[src/rtl/rom_arbiter_pkg.sv]
// Shared definitions for the instruction/constant ROM path: address geometry,
// access sizes and the request record presented to the load aligner.
package DEF;

    localparam int ROM_ADDR_W = 13;
    localparam int ROM_BYTES  = 8192;

    typedef logic [31:0] word;

    typedef enum logic [1:0] {
        SZ_B = 2'b00,
        SZ_H = 2'b01,
        SZ_W = 2'b10,
        SZ_X = 2'b11
    } rom_size_e;

    typedef struct packed {
        logic [ROM_ADDR_W-1:0] addr;
        rom_size_e             size;
        logic                  is_unsigned;
    } rom_req_t;

    // Byte count of an access; the illegal size reports a full word so the
    // range check stays well defined.
    function automatic logic [2:0] size_bytes(input rom_size_e size);
        case (size)
            SZ_B:    size_bytes = 3'd1;
            SZ_H:    size_bytes = 3'd2;
            SZ_W:    size_bytes = 3'd4;
            default: size_bytes = 3'd4;
        endcase
    endfunction

endpackage

[src/rtl/rom_arbiter_if.sv]
// Request/response bundle between the fetch/load stages, the ROM and the
// arbiter. master = requesters plus ROM, slave = arbiter.
interface rom_arbiter_if;
    import DEF::*;

    logic                  if_req_valid;
    logic                  if_req_ready;
    logic [ROM_ADDR_W-1:0] if_req_addr;
    logic                  if_rsp_valid;
    word                   if_rsp_data;
    logic                  if_rsp_err;

    logic                  d_req_valid;
    logic                  d_req_ready;
    logic [ROM_ADDR_W-1:0] d_req_addr;
    logic [1:0]            d_req_size;
    logic                  d_req_unsigned;
    logic                  d_rsp_valid;
    word                   d_rsp_data;
    logic                  d_rsp_err;

    logic [ROM_ADDR_W-1:0] rom_addr;
    word                   rom_r_data;

    modport master (
        output if_req_valid, if_req_addr,
        output d_req_valid, d_req_addr, d_req_size, d_req_unsigned,
        output rom_r_data,
        input  if_req_ready, if_rsp_valid, if_rsp_data, if_rsp_err,
        input  d_req_ready, d_rsp_valid, d_rsp_data, d_rsp_err,
        input  rom_addr
    );

    modport slave (
        input  if_req_valid, if_req_addr,
        input  d_req_valid, d_req_addr, d_req_size, d_req_unsigned,
        input  rom_r_data,
        output if_req_ready, if_rsp_valid, if_rsp_data, if_rsp_err,
        output d_req_ready, d_rsp_valid, d_rsp_data, d_rsp_err,
        output rom_addr
    );

endinterface

[src/rtl/rom_arbiter_align.sv]
// Combinational lane select, sign/zero extension and alignment/range check
// for one granted ROM request. Instruction fetches arrive as unsigned words.
module rom_load_align
    import DEF::*;
(
    input  rom_req_t req,
    input  word      rom_data,
    output word      data,
    output logic     err
);

    logic [7:0]  byte_s;
    logic [15:0] half_s;
    logic [13:0] last_s;
    word         ext_s;
    logic        misalign_s;

    // Extract the addressed lane, extend it and flag illegal accesses.
    always_comb begin
        case (req.addr[1:0])
            2'b00:   byte_s = rom_data[7:0];
            2'b01:   byte_s = rom_data[15:8];
            2'b10:   byte_s = rom_data[23:16];
            2'b11:   byte_s = rom_data[31:24];
            default: byte_s = rom_data[7:0];
        endcase

        if (req.addr[1]) begin
            half_s = rom_data[31:16];
        end else begin
            half_s = rom_data[15:0];
        end

        // One extra bit so an access running off the end of ROM is visible.
        last_s = {1'b0, req.addr} + {11'b0, size_bytes(req.size)} - 14'd1;

        case (req.size)
            SZ_B: begin
                misalign_s = 1'b0;
                ext_s = req.is_unsigned ? {24'h000000, byte_s}
                                        : {{24{byte_s[7]}}, byte_s};
            end
            SZ_H: begin
                misalign_s = req.addr[0];
                ext_s = req.is_unsigned ? {16'h0000, half_s}
                                        : {{16{half_s[15]}}, half_s};
            end
            SZ_W: begin
                misalign_s = (req.addr[1:0] != 2'b00);
                ext_s      = rom_data;
            end
            default: begin
                misalign_s = 1'b1;
                ext_s      = 32'h0000_0000;
            end
        endcase

        if (misalign_s || (last_s > 14'h1FFF)) begin
            err  = 1'b1;
            data = 32'h0000_0000;
        end else begin
            err  = 1'b0;
            data = ext_s;
        end
    end

endmodule

[src/rtl/rom_arbiter.sv]
// Two-port arbiter for the shared instruction ROM: data loads win by default,
// fetch is forced through after STARVE_LIMIT waiting cycles; 1-cycle response.
module rom_arbiter
    import DEF::*;
#(
    parameter int STARVE_LIMIT = 4
) (
    input logic         clk,
    input logic         rst_n,
    rom_arbiter_if.slave bus
);

    localparam int                CNT_W   = $clog2(STARVE_LIMIT + 1);
    localparam logic [CNT_W-1:0] LIMIT_C = CNT_W'(STARVE_LIMIT);

    logic [CNT_W-1:0] starve_cnt_r;
    logic             gnt_if_s;
    logic             gnt_d_s;
    rom_req_t         req_s;
    word              ld_data_s;
    logic             ld_err_s;

    // Grant decision; nothing is granted while reset is held.
    always_comb begin
        gnt_if_s = 1'b0;
        gnt_d_s  = 1'b0;
        if (!rst_n) begin
            gnt_if_s = 1'b0;
            gnt_d_s  = 1'b0;
        end else if (bus.if_req_valid &&
                     (!bus.d_req_valid || (starve_cnt_r == LIMIT_C))) begin
            gnt_if_s = 1'b1;
        end else if (bus.d_req_valid) begin
            gnt_d_s = 1'b1;
        end else begin
            gnt_if_s = 1'b0;
            gnt_d_s  = 1'b0;
        end
    end

    // Route the granted request to the shared aligner.
    always_comb begin
        if (gnt_d_s) begin
            req_s = '{addr: bus.d_req_addr, size: rom_size_e'(bus.d_req_size),
                      is_unsigned: bus.d_req_unsigned};
        end else begin
            req_s = '{addr: bus.if_req_addr, size: SZ_W, is_unsigned: 1'b1};
        end
    end

    rom_load_align u_align (
        .req      (req_s),
        .rom_data (bus.rom_r_data),
        .data     (ld_data_s),
        .err      (ld_err_s)
    );

    assign bus.if_req_ready = gnt_if_s;
    assign bus.d_req_ready  = gnt_d_s;
    assign bus.rom_addr     = (gnt_if_s || gnt_d_s) ? {req_s.addr[12:2], 2'b00}
                                                     : 13'h0000;

    // Starvation counter: counts IF waiting cycles, saturating at the limit.
    always_ff @(posedge clk or negedge rst_n) begin
        if (!rst_n) begin
            starve_cnt_r <= '0;
        end else if (!bus.if_req_valid || gnt_if_s) begin
            starve_cnt_r <= '0;
        end else if (starve_cnt_r != LIMIT_C) begin
            starve_cnt_r <= starve_cnt_r + CNT_W'(1);
        end else begin
            starve_cnt_r <= starve_cnt_r;
        end
    end

    // Response registers: one-cycle pulse, payload held until the next response.
    always_ff @(posedge clk or negedge rst_n) begin
        if (!rst_n) begin
            bus.if_rsp_valid <= 1'b0;
            bus.if_rsp_data  <= 32'h0000_0000;
            bus.if_rsp_err   <= 1'b0;
            bus.d_rsp_valid  <= 1'b0;
            bus.d_rsp_data   <= 32'h0000_0000;
            bus.d_rsp_err    <= 1'b0;
        end else begin
            bus.if_rsp_valid <= gnt_if_s;
            bus.d_rsp_valid  <= gnt_d_s;
            if (gnt_if_s) begin
                bus.if_rsp_data <= ld_data_s;
                bus.if_rsp_err  <= ld_err_s;
            end else begin
                bus.if_rsp_data <= bus.if_rsp_data;
                bus.if_rsp_err  <= bus.if_rsp_err;
            end
            if (gnt_d_s) begin
                bus.d_rsp_data <= ld_data_s;
                bus.d_rsp_err  <= ld_err_s;
            end else begin
                bus.d_rsp_data <= bus.d_rsp_data;
                bus.d_rsp_err  <= bus.d_rsp_err;
            end
        end
    end

endmodule

[src/flat_wrapper.sv]
// flat-port wrapper written by rule: the top's interface ports become plain ports
module rom_arbiter_flat import DEF::*;
#(
    parameter int STARVE_LIMIT = 4
)
  (clk, rst_n, bus_if_req_valid, bus_if_req_addr, bus_d_req_valid, bus_d_req_addr, bus_d_req_size, bus_d_req_unsigned, bus_rom_r_data, bus_if_req_ready, bus_if_rsp_valid, bus_if_rsp_data, bus_if_rsp_err, bus_d_req_ready, bus_d_rsp_valid, bus_d_rsp_data, bus_d_rsp_err, bus_rom_addr);
  rom_arbiter_if bus_i ();
  input logic clk;
  input logic rst_n;
  input wire logic [$bits(bus_i.if_req_valid)-1:0] bus_if_req_valid;
  input wire logic [$bits(bus_i.if_req_addr)-1:0] bus_if_req_addr;
  input wire logic [$bits(bus_i.d_req_valid)-1:0] bus_d_req_valid;
  input wire logic [$bits(bus_i.d_req_addr)-1:0] bus_d_req_addr;
  input wire logic [$bits(bus_i.d_req_size)-1:0] bus_d_req_size;
  input wire logic [$bits(bus_i.d_req_unsigned)-1:0] bus_d_req_unsigned;
  input wire logic [$bits(bus_i.rom_r_data)-1:0] bus_rom_r_data;
  output wire logic [$bits(bus_i.if_req_ready)-1:0] bus_if_req_ready;
  output wire logic [$bits(bus_i.if_rsp_valid)-1:0] bus_if_rsp_valid;
  output wire logic [$bits(bus_i.if_rsp_data)-1:0] bus_if_rsp_data;
  output wire logic [$bits(bus_i.if_rsp_err)-1:0] bus_if_rsp_err;
  output wire logic [$bits(bus_i.d_req_ready)-1:0] bus_d_req_ready;
  output wire logic [$bits(bus_i.d_rsp_valid)-1:0] bus_d_rsp_valid;
  output wire logic [$bits(bus_i.d_rsp_data)-1:0] bus_d_rsp_data;
  output wire logic [$bits(bus_i.d_rsp_err)-1:0] bus_d_rsp_err;
  output wire logic [$bits(bus_i.rom_addr)-1:0] bus_rom_addr;
  assign bus_i.if_req_valid = bus_if_req_valid;
  assign bus_i.if_req_addr = bus_if_req_addr;
  assign bus_i.d_req_valid = bus_d_req_valid;
  assign bus_i.d_req_addr = bus_d_req_addr;
  assign bus_i.d_req_size = bus_d_req_size;
  assign bus_i.d_req_unsigned = bus_d_req_unsigned;
  assign bus_i.rom_r_data = bus_rom_r_data;
  assign bus_if_req_ready = bus_i.if_req_ready;
  assign bus_if_rsp_valid = bus_i.if_rsp_valid;
  assign bus_if_rsp_data = bus_i.if_rsp_data;
  assign bus_if_rsp_err = bus_i.if_rsp_err;
  assign bus_d_req_ready = bus_i.d_req_ready;
  assign bus_d_rsp_valid = bus_i.d_rsp_valid;
  assign bus_d_rsp_data = bus_i.d_rsp_data;
  assign bus_d_rsp_err = bus_i.d_rsp_err;
  assign bus_rom_addr = bus_i.rom_addr;
  rom_arbiter #(.STARVE_LIMIT(STARVE_LIMIT)) u_core (.clk(clk), .rst_n(rst_n), .bus(bus_i));
endmodule
[config.mk]
export PLATFORM = sky130hd
export DESIGN_NAME = rom_arbiter_flat
export DESIGN_NICKNAME = d
export VERILOG_FILES = /design/src/rtl/rom_arbiter_pkg.sv /design/src/rtl/rom_arbiter_if.sv /design/src/rtl/rom_arbiter_align.sv /design/src/rtl/rom_arbiter.sv /design/src/flat_wrapper.sv
export SDC_FILE = /design/constraint.sdc
export NUM_CORES = 1
export LEC_CHECK = 0
export ABC_AREA = 1
export BUFFER_PORTS_ARGS = -buffer_cell sky130_fd_sc_hd__buf_4
export CORE_MARGIN = 2
export CORE_UTILIZATION = 30
export CTS_BUF_LIST = sky130_fd_sc_hd__clkbuf_2 sky130_fd_sc_hd__clkbuf_4 sky130_fd_sc_hd__clkbuf_8
export DETAILED_ROUTE_END_ITERATION = 10
export PLACE_DENSITY = 0.59
export SYNTH_ARGS = -nofsm -noshare
export SYNTH_HDL_FRONTEND = slang
export SYNTH_SLANG_ARGS = --single-unit
[constraint.sdc]
create_clock -name clk -period 5.5 [get_ports clk]
set_clock_uncertainty 0.05 [all_clocks]
set_input_delay 0.275 -clock clk [delete_from_list [all_inputs] [get_ports clk]]
set_output_delay 0.275 -clock clk [all_outputs]
set_load 0.01 [all_outputs]
==> qor.yml <==
endpoint_kind: "flip-flop"
fin_nets: 852
slew_headroom_pct: 52.9
cts_resized: 0
async_flop_share_pct: 100
yosysUniqueCellTypes: 31
clock_sinks: 71
path_class: "reg2reg"
grt.busiest_layer: "met2"
grt_pass1_vias: 4260
finalCritPeriodShare_pct: 80.0
synthMuxAreaShare_pct: 0.224
wirelength_mm: 14.3
viasPerCell: 4.53
netlist_instances: 641
cellPowerDensity_nw_per_um2: 252
rsz0062_at_grt: "no"
num_vias: 4347
place_congestion: 0.833
synth_edf_count: 0
synth_area_sq_um: 4460
max_freq_ghz: 0.227
rows: 44
ios: 148
synth_xor_area_share_pct: 0.589
die_area_sq_um: 15900
cts_tree: "done"
grt_overflow: 0
syn2layout_area_growth_pct: 30.8
cts_setup_buffers: 0
synth_fa_ha_area_share_pct: 4.93
met3_usage_pct: 4.08
postRouteAntennaNets: 0
synth_top_area_cell: "dfrtp_1"
startpoint_type: "flip-flop"
whs_ns: 0.00350
synth_top_family_by_area: "simple AND/OR/NAND/NOR gates"
ys_top_cells_by_area: "dfrtp_1 40%, nand2_1 21%, nand3_1 9.6%"
grt_util_met1_pct: 25.9
wl_per_cell_microns: 14.9
worst_pin_slew_ns: 0.704
ys.flop_type: "dfrtp_1"
path_clk_slew_ns: 0.09
required_ns: 5.75
first_iter_violations: 315
clockBufferDepth: 2
num_antenna_cells: 0
arrival_ns: 4.65
hp-class: "in2async"
yosysSeqAreaShare_pct: 39.8
irDropWorstVdd_uv: 94.1
slew_viol_final: 0
drc: 0
tns_ns: 0
dieHeight_microns: 126
cts_made_buffers: 9
core_sq_um: 14500
start_util_pct: 30.7
ys_warn_count: 0
avgSynthCellArea_sq_um: 6.96
synth-simple-area-share_pct: 38.3
root_buffer: "clkbuf_8"
setup_viol: 0
dr.pass1.iters: 4
finalHoldViolCount: 0
synth_compound_area_share_pct: 6.06
status: "finished clean"
period_minus_slack_ns: 4.40
grt_pass1_wl_mm: 23.0
synth_top_cell_area_share_pct: 39.8
portBuffers: 145
h-tree-depth: 3
antenna_found_initial: 0
grt_usage_pct: 18.3
use_met2_pct: 28.2
clock_latency_ns: 0.37
leakagePower_nw: 3.48
grt_max_degree: 52
die_x_microns: 126
path_max_fanout: 51
dpl.hpwl_mm: 10.5
postCtsHoldBufs: 0
layout-drive-gt1-share_pct: 24.9
ys_seq_elements: 71
cap_violations: 0
kinds of logic after synthesis:
group,after synthesis
adder cells (fa/ha/maj),17
AND/OR/NAND/NOR,404
flip-flops,71
XOR/XNOR,3
multiplexers,1
buffers and inverters,97
other,1
AO/OA/AOI/OAI,47
per-stage QoR:
stage                     total power [mW]  setup slack (ns)  util [%]  std cells  instance area (sq um)
final                                 1.47              1.10      40.2        959                   5840
after detailed placement              1.04              1.13      38.8        943                   5640
after global routing                  1.57             0.685      40.2        959                   5840
after CTS                             1.49              1.11      40.2        959                   5840
after floorplan                      0.848              2.16         -        642                   4470
after global placement                1.04              1.27      38.8        943                   5640
power by group:
part | internal, mW | total (mW) | switching (mW)
logic | 0.181 | 0.420 | 0.239
clock network | 0.230 | 0.441 | 0.211
registers | 0.576 | 0.611 | 0.0346
total | 0.987 | 1.47 | 0.485
cell type report:
| cell class | instances | area, sq um |
|---|---|---|
| Fill cell | 1562 | 8700 |
| Multi-Input combinational cell | 474 | 2250 |
| Sequential cell | 71 | 1780 |
| Timing Repair Buffer | 151 | 1150 |
| Inverter | 63 | 236 |
| Tap cell | 184 | 230 |
| Clock buffer | 12 | 153 |
| Clock inverter | 4 | 45.0 |
registers in the layout, summed over array words and instances (netlist names):
signal,cells
u_core.bus.d_rsp_data,32
u_core.bus.if_rsp_data,32
u_core.starve_cnt_r,3
u_core.bus.d_rsp_err,1
u_core.bus.d_rsp_valid,1
u_core.bus.if_rsp_err,1
u_core.bus.if_rsp_valid,1
layout by cell type (no fill, tap or decap), drive strengths merged, types with 4 or more instances in the layout:
cell type / instances
nand2: 251
buf: 151
nand3: 88
dfrtp: 71
inv: 62
nor2: 55
o21ai: 31
ha: 16
clkbuf: 12
or2: 9
a21oi: 8
a22oi: 7
clkinv: 4
worst max-delay path, cell delays in order (launching register included):
cell	delay, ns
dfrtp_1	0.35
inv_1	0.06
ha_1	0.22
nand2_2	0.11
nand2_2	0.07
nand2_4	0.09
nand2_4	0.32
nand2_1	0.15
nand2_1	0.38
ha_1	0.37
inv_1	0.06
ha_1	0.13
inv_1	0.04
fa_1	0.34
o21ai_0	0.20
nand3_1	0.11
nand3_1	0.11
xor2_1	0.09
nor2_4	0.56
buf_12	0.28
nand3_1	0.11
nand2_1	0.08
routing by layer:
metal,share of wire (%),up-vias
li1,-,2249
met1,48,1970
met2,45,113
met3,5.5,15
met4,1.4,0
met5,0,-
Yosys cell counts, drive strengths merged (7+ instances only):
cell type and number:
nand2 251, ha 16, clkbuf 12, a21oi 8, or2 9, nand3 88
buf 22, inv 62, dfrtp 71, o21ai 31, a22oi 7, nor2 55
final timing paths:
| kind | from | endpoint | cells past startpoint | slack (ns) |
|---|---|---|---|---|
| worst max-delay path | u_core.starve_cnt_r[0] | u_core.bus.d_rsp_data[24] | 21 | 1.10 |
| worst min-delay path | rst_n | u_core.bus.d_rsp_data[14] | 2 | 0.004 |
| worst max register to register | u_core.starve_cnt_r[0] | u_core.bus.d_rsp_data[24] | 21 | 1.10 |
| worst min register to register | u_core.bus.d_rsp_data[7] | u_core.bus.d_rsp_data[7] | 2 | 0.43 |
| max in group asynchronous | rst_n | u_core.bus.d_rsp_valid | 3 | 4.54 |
| min in group clk | bus_if_req_valid | u_core.starve_cnt_r[0] | 3 | 0.16 |
Power figures use the tool's default switching activity.
